**config.mk**
```make
export PLATFORM = sky130hd
export DESIGN_NAME = otter_hazard_ctrl_flat
export DESIGN_NICKNAME = d
export VERILOG_FILES = /design/src/rtl/otter_hazard_ctrl_if.sv /design/src/rtl/otter_hazard_ctrl.sv /design/src/flat_wrapper.sv
export SDC_FILE = /design/constraint.sdc
export NUM_CORES = 1
export LEC_CHECK = 0
export BUFFER_PORTS_ARGS = -buffer_cell sky130_fd_sc_hd__buf_2
export CORE_MARGIN = 1
export CORE_UTILIZATION = 45
export CTS_BUF_LIST = sky130_fd_sc_hd__clkbuf_16
export DETAILED_ROUTE_END_ITERATION = 6
export GPL_TIMING_DRIVEN = 0
export PLACE_DENSITY = 0.78
export SETUP_SLACK_MARGIN = 0.1
export SLEW_MARGIN = 20
export SYNTH_ARGS = -nofsm -noshare
export SYNTH_HDL_FRONTEND = slang
export SYNTH_SLANG_ARGS = --single-unit
```
**constraint.sdc**
```tcl
create_clock -name CLK -period 2.7 [get_ports CLK]
set_input_delay 0.54 -clock CLK [delete_from_list [all_inputs] [get_ports CLK]]
set_output_delay 0.54 -clock CLK [all_outputs]
set_load 0.05 [all_outputs]
```
**src/rtl/otter_hazard_ctrl_if.sv**
```systemverilog
// Signal bundle between the OTTER pipeline datapath and its hazard controller.
// The datapath is the master: it supplies register/stage info and consumes stalls, valids and selects.
interface otter_hazard_ctrl_if #(
   parameter int CNT_W = 32
);
   logic [4:0]       de_rs1;
   logic [4:0]       de_rs2;
   logic             de_rs1_used;
   logic             de_rs2_used;
   logic [4:0]       ex_rd;
   logic             ex_reg_write;
   logic             ex_mem_read;
   logic [4:0]       mem_rd;
   logic             mem_reg_write;
   logic             branch_taken;
   logic             imem_wait;
   logic             dmem_wait;

   logic             stall_pc;
   logic             stall_if;
   logic             stall_de;
   logic             stall_ex;
   logic             stall_mem;
   logic             stall_wb;
   logic             if_de_valid;
   logic             de_ex_valid;
   logic             ex_mem_valid;
   logic             mem_wb_valid;
   logic [1:0]       fwd_a_sel;
   logic [1:0]       fwd_b_sel;
   logic             load_use;
   logic [CNT_W-1:0] stall_cnt;
   logic [CNT_W-1:0] flush_cnt;

   modport master (
      output de_rs1, de_rs2, de_rs1_used, de_rs2_used,
      output ex_rd, ex_reg_write, ex_mem_read,
      output mem_rd, mem_reg_write,
      output branch_taken, imem_wait, dmem_wait,
      input  stall_pc, stall_if, stall_de, stall_ex, stall_mem, stall_wb,
      input  if_de_valid, de_ex_valid, ex_mem_valid, mem_wb_valid,
      input  fwd_a_sel, fwd_b_sel, load_use, stall_cnt, flush_cnt
   );

   modport slave (
      input  de_rs1, de_rs2, de_rs1_used, de_rs2_used,
      input  ex_rd, ex_reg_write, ex_mem_read,
      input  mem_rd, mem_reg_write,
      input  branch_taken, imem_wait, dmem_wait,
      output stall_pc, stall_if, stall_de, stall_ex, stall_mem, stall_wb,
      output if_de_valid, de_ex_valid, ex_mem_valid, mem_wb_valid,
      output fwd_a_sel, fwd_b_sel, load_use, stall_cnt, flush_cnt
   );
endinterface

```
**src/rtl/otter_hazard_ctrl.sv**
```systemverilog
// Stall/flush/forwarding controller for the 5-stage OTTER pipeline.
// Priority each cycle: dmem_wait > taken branch > load-use > imem_wait > normal advance.
module otter_hazard_ctrl #(
   parameter int CNT_W = 32
) (
   input  logic               CLK,
   input  logic               RESET,
   otter_hazard_ctrl_if.slave bus
);
   typedef enum logic [2:0] {
      ACT_NORMAL,
      ACT_IMEM,
      ACT_LOAD_USE,
      ACT_BRANCH,
      ACT_DMEM
   } act_t;

   logic             r_if_de_valid;
   logic             r_de_ex_valid;
   logic             r_ex_mem_valid;
   logic             r_mem_wb_valid;
   logic [1:0]       r_fwd_a_sel;
   logic [1:0]       r_fwd_b_sel;
   logic [CNT_W-1:0] r_stall_cnt;
   logic [CNT_W-1:0] r_flush_cnt;

   logic [1:0][4:0]  w_src;
   logic [1:0]       w_used;
   logic [1:0]       w_match;
   logic [1:0]       w_ex_hit;
   logic [1:0]       w_mem_hit;
   logic [1:0][1:0]  w_fwd_next;
   logic             w_br;
   logic             w_load_use;
   act_t             w_act;

   assign w_src[0]  = bus.de_rs1;
   assign w_src[1]  = bus.de_rs2;
   assign w_used[0] = bus.de_rs1_used;
   assign w_used[1] = bus.de_rs2_used;

   // Per-operand dependence; the EX producer is nearer and therefore wins over MEM.
   genvar gi;
   generate
      for (gi = 0; gi < 2; gi++) begin : g_opnd
         assign w_match[gi]    = w_used[gi] && (w_src[gi] != 5'd0);
         assign w_ex_hit[gi]   = w_match[gi] && (w_src[gi] == bus.ex_rd);
         assign w_mem_hit[gi]  = w_match[gi] && (w_src[gi] == bus.mem_rd);
         assign w_fwd_next[gi] =
            (r_de_ex_valid && bus.ex_reg_write && (bus.ex_rd != 5'd0) && w_ex_hit[gi]) ? 2'd1 :
            (r_ex_mem_valid && bus.mem_reg_write && (bus.mem_rd != 5'd0) && w_mem_hit[gi]) ? 2'd2 :
            2'd0;
      end
   endgenerate

   assign w_br       = bus.branch_taken && r_de_ex_valid;
   assign w_load_use = r_if_de_valid && r_de_ex_valid && bus.ex_mem_read &&
                       (bus.ex_rd != 5'd0) && (|w_ex_hit);

   always_comb begin
      w_act = ACT_NORMAL;
      if (bus.dmem_wait)      w_act = ACT_DMEM;
      else if (w_br)          w_act = ACT_BRANCH;
      else if (w_load_use)    w_act = ACT_LOAD_USE;
      else if (bus.imem_wait) w_act = ACT_IMEM;
   end

   always_comb begin
      bus.stall_pc  = 1'b0;
      bus.stall_if  = 1'b0;
      bus.stall_de  = 1'b0;
      bus.stall_ex  = 1'b0;
      bus.stall_mem = 1'b0;
      bus.stall_wb  = 1'b0;
      if (!RESET) begin
         case (w_act)
            ACT_DMEM: begin
               bus.stall_pc  = 1'b1;
               bus.stall_if  = 1'b1;
               bus.stall_de  = 1'b1;
               bus.stall_ex  = 1'b1;
               bus.stall_mem = 1'b1;
               bus.stall_wb  = 1'b1;
            end
            ACT_LOAD_USE: begin
               bus.stall_pc = 1'b1;
               bus.stall_if = 1'b1;
               bus.stall_de = 1'b1;
            end
            ACT_IMEM: begin
               bus.stall_pc = 1'b1;
               bus.stall_if = 1'b1;
            end
            default: ;
         endcase
      end
   end

   always_ff @(posedge CLK) begin
      if (RESET) begin
         r_if_de_valid  <= 1'b0;
         r_de_ex_valid  <= 1'b0;
         r_ex_mem_valid <= 1'b0;
         r_mem_wb_valid <= 1'b0;
         r_fwd_a_sel    <= 2'd0;
         r_fwd_b_sel    <= 2'd0;
         r_stall_cnt    <= '0;
         r_flush_cnt    <= '0;
      end else begin
         case (w_act)
            ACT_DMEM: begin
               if (r_stall_cnt != '1) r_stall_cnt <= r_stall_cnt + 1'b1;
            end
            ACT_BRANCH: begin
               // The branch itself keeps going into MEM; the two younger slots are squashed.
               r_if_de_valid  <= 1'b0;
               r_de_ex_valid  <= 1'b0;
               r_ex_mem_valid <= 1'b1;
               r_mem_wb_valid <= r_ex_mem_valid;
               r_fwd_a_sel    <= 2'd0;
               r_fwd_b_sel    <= 2'd0;
               if (r_flush_cnt != '1) r_flush_cnt <= r_flush_cnt + 1'b1;
            end
            ACT_LOAD_USE: begin
               r_de_ex_valid  <= 1'b0;
               r_ex_mem_valid <= r_de_ex_valid;
               r_mem_wb_valid <= r_ex_mem_valid;
               r_fwd_a_sel    <= 2'd0;
               r_fwd_b_sel    <= 2'd0;
               if (r_stall_cnt != '1) r_stall_cnt <= r_stall_cnt + 1'b1;
            end
            ACT_IMEM: begin
               r_if_de_valid  <= 1'b0;
               r_de_ex_valid  <= r_if_de_valid;
               r_ex_mem_valid <= r_de_ex_valid;
               r_mem_wb_valid <= r_ex_mem_valid;
               r_fwd_a_sel    <= w_fwd_next[0];
               r_fwd_b_sel    <= w_fwd_next[1];
            end
            default: begin
               r_if_de_valid  <= 1'b1;
               r_de_ex_valid  <= r_if_de_valid;
               r_ex_mem_valid <= r_de_ex_valid;
               r_mem_wb_valid <= r_ex_mem_valid;
               r_fwd_a_sel    <= w_fwd_next[0];
               r_fwd_b_sel    <= w_fwd_next[1];
            end
         endcase
      end
   end

   assign bus.if_de_valid  = r_if_de_valid;
   assign bus.de_ex_valid  = r_de_ex_valid;
   assign bus.ex_mem_valid = r_ex_mem_valid;
   assign bus.mem_wb_valid = r_mem_wb_valid;
   assign bus.fwd_a_sel    = r_fwd_a_sel;
   assign bus.fwd_b_sel    = r_fwd_b_sel;
   assign bus.load_use     = w_load_use;
   assign bus.stall_cnt    = r_stall_cnt;
   assign bus.flush_cnt    = r_flush_cnt;
endmodule

```
**src/flat_wrapper.sv**
```systemverilog
// flat-port wrapper written by rule: the top's interface ports become plain ports
module otter_hazard_ctrl_flat 
#(
   parameter int CNT_W = 32
)
  (CLK, RESET, bus_de_rs1, bus_de_rs2, bus_de_rs1_used, bus_de_rs2_used, bus_ex_rd, bus_ex_reg_write, bus_ex_mem_read, bus_mem_rd, bus_mem_reg_write, bus_branch_taken, bus_imem_wait, bus_dmem_wait, bus_stall_pc, bus_stall_if, bus_stall_de, bus_stall_ex, bus_stall_mem, bus_stall_wb, bus_if_de_valid, bus_de_ex_valid, bus_ex_mem_valid, bus_mem_wb_valid, bus_fwd_a_sel, bus_fwd_b_sel, bus_load_use, bus_stall_cnt, bus_flush_cnt);
  otter_hazard_ctrl_if #(.CNT_W(CNT_W)) bus_i ();
  input  logic CLK;
  input  logic RESET;
  input wire logic [$bits(bus_i.de_rs1)-1:0] bus_de_rs1;
  input wire logic [$bits(bus_i.de_rs2)-1:0] bus_de_rs2;
  input wire logic [$bits(bus_i.de_rs1_used)-1:0] bus_de_rs1_used;
  input wire logic [$bits(bus_i.de_rs2_used)-1:0] bus_de_rs2_used;
  input wire logic [$bits(bus_i.ex_rd)-1:0] bus_ex_rd;
  input wire logic [$bits(bus_i.ex_reg_write)-1:0] bus_ex_reg_write;
  input wire logic [$bits(bus_i.ex_mem_read)-1:0] bus_ex_mem_read;
  input wire logic [$bits(bus_i.mem_rd)-1:0] bus_mem_rd;
  input wire logic [$bits(bus_i.mem_reg_write)-1:0] bus_mem_reg_write;
  input wire logic [$bits(bus_i.branch_taken)-1:0] bus_branch_taken;
  input wire logic [$bits(bus_i.imem_wait)-1:0] bus_imem_wait;
  input wire logic [$bits(bus_i.dmem_wait)-1:0] bus_dmem_wait;
  output wire logic [$bits(bus_i.stall_pc)-1:0] bus_stall_pc;
  output wire logic [$bits(bus_i.stall_if)-1:0] bus_stall_if;
  output wire logic [$bits(bus_i.stall_de)-1:0] bus_stall_de;
  output wire logic [$bits(bus_i.stall_ex)-1:0] bus_stall_ex;
  output wire logic [$bits(bus_i.stall_mem)-1:0] bus_stall_mem;
  output wire logic [$bits(bus_i.stall_wb)-1:0] bus_stall_wb;
  output wire logic [$bits(bus_i.if_de_valid)-1:0] bus_if_de_valid;
  output wire logic [$bits(bus_i.de_ex_valid)-1:0] bus_de_ex_valid;
  output wire logic [$bits(bus_i.ex_mem_valid)-1:0] bus_ex_mem_valid;
  output wire logic [$bits(bus_i.mem_wb_valid)-1:0] bus_mem_wb_valid;
  output wire logic [$bits(bus_i.fwd_a_sel)-1:0] bus_fwd_a_sel;
  output wire logic [$bits(bus_i.fwd_b_sel)-1:0] bus_fwd_b_sel;
  output wire logic [$bits(bus_i.load_use)-1:0] bus_load_use;
  output wire logic [$bits(bus_i.stall_cnt)-1:0] bus_stall_cnt;
  output wire logic [$bits(bus_i.flush_cnt)-1:0] bus_flush_cnt;
  assign bus_i.de_rs1 = bus_de_rs1;
  assign bus_i.de_rs2 = bus_de_rs2;
  assign bus_i.de_rs1_used = bus_de_rs1_used;
  assign bus_i.de_rs2_used = bus_de_rs2_used;
  assign bus_i.ex_rd = bus_ex_rd;
  assign bus_i.ex_reg_write = bus_ex_reg_write;
  assign bus_i.ex_mem_read = bus_ex_mem_read;
  assign bus_i.mem_rd = bus_mem_rd;
  assign bus_i.mem_reg_write = bus_mem_reg_write;
  assign bus_i.branch_taken = bus_branch_taken;
  assign bus_i.imem_wait = bus_imem_wait;
  assign bus_i.dmem_wait = bus_dmem_wait;
  assign bus_stall_pc = bus_i.stall_pc;
  assign bus_stall_if = bus_i.stall_if;
  assign bus_stall_de = bus_i.stall_de;
  assign bus_stall_ex = bus_i.stall_ex;
  assign bus_stall_mem = bus_i.stall_mem;
  assign bus_stall_wb = bus_i.stall_wb;
  assign bus_if_de_valid = bus_i.if_de_valid;
  assign bus_de_ex_valid = bus_i.de_ex_valid;
  assign bus_ex_mem_valid = bus_i.ex_mem_valid;
  assign bus_mem_wb_valid = bus_i.mem_wb_valid;
  assign bus_fwd_a_sel = bus_i.fwd_a_sel;
  assign bus_fwd_b_sel = bus_i.fwd_b_sel;
  assign bus_load_use = bus_i.load_use;
  assign bus_stall_cnt = bus_i.stall_cnt;
  assign bus_flush_cnt = bus_i.flush_cnt;
  otter_hazard_ctrl #(.CNT_W(CNT_W)) u_core (.CLK(CLK), .RESET(RESET), .bus(bus_i));
endmodule
```
=== After elaboration in Yosys (flattened, before gate mapping) ===
Cells that the tools add are included.

* Memory bits (writable): 0
* Word-level logic and storage cells: 69
* Bits in latches: 0
* Output and inout bits: 79
* Bits in registers: 72
* Memories: 0
* Input port bits: 30
* Bits in read-only memories: 0

* Equal/unequal tests: 10
* Multiplexer cells: 19
* Shift-type cells: 0
* Add/sub/neg operators: 2
* Bitwise gates (word level): 0
* Reduce and logical (&&, ||, !) cells: 30
* Div/mod/pow operators: 0
* Order comparisons: 0
* Multiply operators: 0

{| class="wikitable"
|+ Operator list
! cell !! number
|-
| adder 32 x 1 -> 32 bit, second input constant || 2
|-
| != test 32 bit, second input constant || 2
|-
| equality test 5 bit || 4
|-
| nonzero test 5 bit || 4
|-
| logical AND 1 bit || 19
|-
| two-way mux 3 bit || 3
|-
| two-way mux 2 bit || 4
|-
| case mux 2 bit (2 select lines) || 2
|-
| OR reduction 2 bit || 4
|-
| two-way mux 1 bit || 7
|-
| equality test 3 x 2 -> 1 bit, second input constant || 2
|-
| case mux 1 bit (2 select lines) || 3
|-
| AND reduction 2 bit || 2
|-
| equality test 3 x 1 -> 1 bit, second input constant || 1
|-
| equality test 3 bit, second input constant || 1
|-
| OR reduction 3 bit || 1
|}

=== Logic depth before layout (Yosys ltp) ===
* Depth in word-level cells: 12
* Mapped depth: 8
* Depth with buffers taken out: 7

=== Least setup slack after synthesis ===
OpenSTA, ideal clock, no wires.

* Path kind: in2out
* Start: input port bus_ex_rd[3]
* End: output port bus_stall_pc
* Stages on the path: 7
* Arrival: 2.832 ns
* Path buffers: 1
* Setup slack: -0.672 ns
* Cells stage by stage: xnor2_1 -> nand3_1 -> nor4_4 -> o21ba_4 -> o21ai_0 -> a21oi_1 -> buf_4

* Longest elaborated chain between the ends: 11
* Elaborated cells on any way between the ends: 17

{| class="wikitable"
|+ RTL lines
! what !! line !! source
|-
| start, declared || flat_wrapper.sv:14 || <nowiki>input wire logic [$bits(bus_i.ex_rd)-1:0] bus_ex_rd;</nowiki>
|-
| equality test 5 bit || otter_hazard_ctrl.sv:47 || <nowiki>assign w_ex_hit[gi] = w_match[gi] && (w_src[gi] == bus.ex_rd);</nowiki>
|-
| logical AND 1 bit || otter_hazard_ctrl.sv:47 ||
|-
| OR reduction 2 bit || otter_hazard_ctrl.sv:58 || <nowiki>(bus.ex_rd != 5'd0) && (|w_ex_hit);</nowiki>
|-
| logical AND 1 bit (*) || otter_hazard_ctrl.sv:58 ||
|-
| net bus_load_use || flat_wrapper.sv:34 || <nowiki>output wire logic [$bits(bus_i.load_use)-1:0] bus_load_use;</nowiki>
|-
| two-way mux 3 bit (*) || otter_hazard_ctrl.sv:64 || <nowiki>else if (w_load_use) w_act = ACT_LOAD_USE;</nowiki>
|-
| two-way mux 3 bit (*) || otter_hazard_ctrl.sv:63 || <nowiki>else if (w_br) w_act = ACT_BRANCH;</nowiki>
|-
| two-way mux 3 bit (*) || otter_hazard_ctrl.sv:62 || <nowiki>if (bus.dmem_wait) w_act = ACT_DMEM;</nowiki>
|-
| equality test 3 x 1 -> 1 bit (tied with other cells) || -- ||
|-
| OR reduction 3 bit (no source line) (*) || -- ||
|-
| two-way mux 1 bit (*) (2 in a row) || -- ||
|-
| end, declared || flat_wrapper.sv:22 || <nowiki>output wire logic [$bits(bus_i.stall_pc)-1:0] bus_stall_pc;</nowiki>
|}

The timed path passes the listed nets; every way through them passes the cells marked *.

=== Final worst setup path ===
* Start: input port bus_de_rs1[0]
* End: output port bus_stall_de

* Longest elaborated chain between the ends: 12
* Elaborated cells on any way between the ends: 14

{| class="wikitable"
|+ RTL lines
! what !! line !! source
|-
| start, declared || flat_wrapper.sv:10 || <nowiki>input wire logic [$bits(bus_i.de_rs1)-1:0] bus_de_rs1;</nowiki>
|-
| nonzero test 5 bit || otter_hazard_ctrl.sv:46 || <nowiki>assign w_match[gi] = w_used[gi] && (w_src[gi] != 5'd0);</nowiki>
|-
| logical AND 1 bit || otter_hazard_ctrl.sv:46 ||
|-
| logical AND 1 bit (*) || otter_hazard_ctrl.sv:47 ||
|-
| OR reduction 2 bit (*) || otter_hazard_ctrl.sv:58 ||
|-
| logical AND 1 bit (*) || otter_hazard_ctrl.sv:58 ||
|-
| two-way mux 3 bit (*) || otter_hazard_ctrl.sv:64 ||
|-
| two-way mux 3 bit (*) || otter_hazard_ctrl.sv:63 ||
|-
| two-way mux 3 bit (*) || otter_hazard_ctrl.sv:62 ||
|-
| equality test 3 bit or equality test 3 x 2 -> 1 bit (tied branches) || otter_hazard_ctrl.sv:76 || <nowiki>case (w_act)</nowiki>
|-
| OR reduction 2 bit (no source line) (*) || -- ||
|-
| two-way mux 1 bit (*) || otter_hazard_ctrl.sv:76 ||
|-
| two-way mux 1 bit (*) || otter_hazard_ctrl.sv:75 || <nowiki>if (!RESET) begin</nowiki>
|-
| end, declared || flat_wrapper.sv:24 || <nowiki>output wire logic [$bits(bus_i.stall_de)-1:0] bus_stall_de;</nowiki>
|}

Every way passes the cells marked *; elsewhere a longest branch is shown, timed or not.

==> flow_summary_export.csv <==
group,metric,value,unit
outcome,status,"finished with violations",
outcome,violations,"setup timing",
clocking,holdBufCountCts,0,
logic_synthesis,ys.flop_type,"dfxtp_1",
sta,setup_viol,2,
clocking,cts_tree,"done",
clocking,clk_path_buf_depth,2,
logic_synthesis,yosys_warnings,0,
final_layout,fin_cells,721,
sta,fin_crit,2.736,ns
power,total_power,2.505,mW
global_routing,grt_max_degree,15,
sta,slew_headroom,0.4167,
power,peakVddDrop,0.2991,mV
route,antenna_left,0,
die,ioPinCount,109,
sta,fin_ws,-0.03551,ns
sta,slew_viol_final,0,
run,cap_violations,0,
worst_setup_path,crit_fanout,4,
final_layout,insertedDiodeCount,0,
clocking,clk_pin_slew,0.06,ns
power,power.density,480.6,nW/um^2
power,power_frac_comb,0.088,
worst_setup_path,critPathLaunchType,"input port",
route,drt-wirelength-per-cell,15.74,microns
die,dieHeight,95.88,microns
die,start_util,0.4732,
hold_path,hp-class,"register to register",
worst_setup_path,arrival,2.20,ns
final_layout,post_route_cells_drive_above_1_share,0.2890,
hold_path,holdPathStages,2,
route,firstDrtPassIters,5,
logic_synthesis,ys_types,49,
sta,tns,-0.06442,ns
clocking,clock_latency,0.33,ns
clocking,clock_sinks,72,
logic_synthesis,syn_nets,508,
route,wirelength,11350,microns
place,dpl.hpwl,8122,microns
sta,worstMarginPinSlew,0.8696,ns
power,p_switching,0.6282,mW
place,io_buffers,108,
sta,hold_viol,0,
final_layout,syn2layout_area_growth,31.42,%
die,rows,33,
place,gp_congestion,0.8690,
final_layout,fin_util,0.6219,
clocking,htree_levels,3,
global_routing,antenna_found_initial,0,
clocking,root_buffer,"clkbuf_16",
place,pre_cts_ws,-0.3507,ns
logic_synthesis,synthArstFlopShare,0,
global_routing,grt_pass1_vias,3830,
final_layout,multiInputGateArea,2475,sq um
sta,fin_skew,0.008259,ns
sta,final.period_utilization,1.013,
sta,clock.fmax,0.3656,GHz
place,dpl_cell_area,4672,sq um
logic_synthesis,yosysSeqAreaShare,0.3634,
die,die-area,9193,sq um
worst_setup_path,r2r-start,"u_core.bus.stall_cnt[2]",
logic_synthesis,netlist_area,3966,sq um
power,leakagePower,2.058,nW
global_routing,grt_overflow,0,
final_layout,fin_nets,643,
power,clockPowerShare,0.485,
route,drt_iter0_drc,273,
power,swShare,0.2508,
final_layout,final_cell_area,5213,sq um
worst_setup_path,critPathRequiredTime,2.16,ns
global_routing,grt_usage,0.2520,
route,avgViaCountPerCell,5.924,
logic_synthesis,synth_area_per_cell,8.333,sq um
power,seq_power_share,0.427,
die,die_w,95.88,microns
final_layout,nFillCells,747,
global_routing,grt_pass1_wl,18110,microns
final_layout,ff_latch_area,1443,sq um
logic_synthesis,netlist_instances,476,
sta,grt_setup_unrepaired,"yes",
place,dp_cells,689,
worst_setup_path,r2r.worst_path.cells,6,
hold_path,min-delay-start,"u_core.bus.fwd_a_sel[0]",
route,num_vias,4271,
sta,holdWs,0.4762,ns
worst_setup_path,worstSetupPathType,"input port to primary output",
power,internal_power,1.877,mW
clocking,numCtsBuffers,9,
logic_synthesis,synth_edf_count,0,
route,drcViolationCount,0,
logic_synthesis,ys_seq_elements,72,
worst_setup_path,cp-startpoint,"bus_de_rs1[0]",
worst_setup_path,regToRegSetupSlack,0.24,ns
worst_setup_path,end_kind,"primary output",
die,fp.coreArea,8382,sq um
## cells in the final DEF (no fill, tap or decap), types with 15 or more instances in the layout
cell     count
nand2_1     33
buf_2      101
nand3_1     32
a21oi_1     34
buf_4       22
nor2_1      50
xnor2_1     15
dfxtp_1     71
o31ai_1     19
xor2_1      31
or4_1       23
nand4_1     30
## synth_stat cells (7+ instances only)
library cell | number | area share
dfxtp_1 | 72 | 0.36
nor2_1 | 51 | 0.048
a21oi_1 | 35 | 0.044
nand2_1 | 33 | 0.031
nand3_1 | 32 | 0.040
xor2_1 | 31 | 0.068
nand4_1 | 30 | 0.047
or4_1 | 25 | 0.047
o31ai_1 | 19 | 0.036
xnor2_1 | 15 | 0.033
clkbuf_1 | 14 | 0.013
o21ai_0 | 14 | 0.018
or3_1 | 13 | 0.021
and3_1 | 9 | 0.014
inv_1 | 7 | 0.0066
## layer usage
| layer | track usage | share of wire | vias to the layer above |
|---|---|---|---|
| met5 | 0 | 0 | - |
| met2 | 0.4000 | 0.46 | 184 |
| met1 | 0.3374 | 0.45 | 2027 |
| li1 | - | - | 2042 |
| met4 | 0.09826 | 0.016 | 0 |
| met3 | 0.04739 | 0.069 | 18 |
## final timing paths
kind / end
worst max-delay path: bus_stall_de
worst min-delay path: u_core.bus.fwd_a_sel[0]
worst max register to register: u_core.bus.stall_cnt[19]
worst min register to register: u_core.bus.fwd_a_sel[0]
## cell families (layout without fill, tap and decap cells)
logic type                 after synthesis  in the layout  synth area share
DFF                                     72             72            0.3634
xor gates and xnor gates                46             46            0.1016
adders and majority gates                2              2          0.006308
buffers and inverters                   28            168           0.03186
AOI/OAI and AO/OA                       85             85            0.1404
and+or+nand+nor                        234            234            0.3322
muxes                                    9              9           0.02429
## worst max-delay path, stage by stage
cell and delay (ns):
buf_8 0.10, or4_4 0.53, o21ai_4 0.17, nor4_4 0.09
o31ai_2 0.28, buf_4 0.18, buf_8 0.10, nor2_4 0.03
buf_8 0.17
## layout make-up
class / instances / share of cell area
flip-flops and latches: 72 / 0.2768
plain buffers: 21 / 0.02184
repair buffers: 124 / 0.1378
inverters: 7 / 0.005041
multi-input cells: 376 / 0.4748
well taps: 105 / 0.02520
clock buffers: 9 / 0.04321
clock inverters: 7 / 0.01536
## registers in the layout (all words and copies together), names as in the netlist
signal	count
u_core.bus.flush_cnt	32
u_core.bus.stall_cnt	32
u_core.bus.fwd_a_sel	2
u_core.bus.fwd_b_sel	2
u_core.bus.de_ex_valid	1
u_core.bus.ex_mem_valid	1
u_core.bus.if_de_valid	1
u_core.bus.mem_wb_valid	1
## repair_timing
item                       4_1_cts  5_1_grt
gates cloned                     0        0
buffers inserted                12        4
gates resized for setup         23        5
pin swaps                        6        4
setup endpoints to repair        3       22
## power by group through the flow
| stage | logic (mW) | registers [mW] | clock network, mW |
|---|---|---|---|
| 2_1_floorplan | 0.107 | 1.11 | 0 |
| 3_5_place_dp | 0.189 | 1.09 | 0 |
| 6_report | 0.219 | 1.07 | 1.21 |
| 3_3_place_gp | 0.185 | 1.09 | 0 |
| 5_1_grt | 0.233 | 1.07 | 1.27 |
| 4_1_cts | 0.216 | 1.07 | 1.22 |
Power figures use the tool's default switching activity.
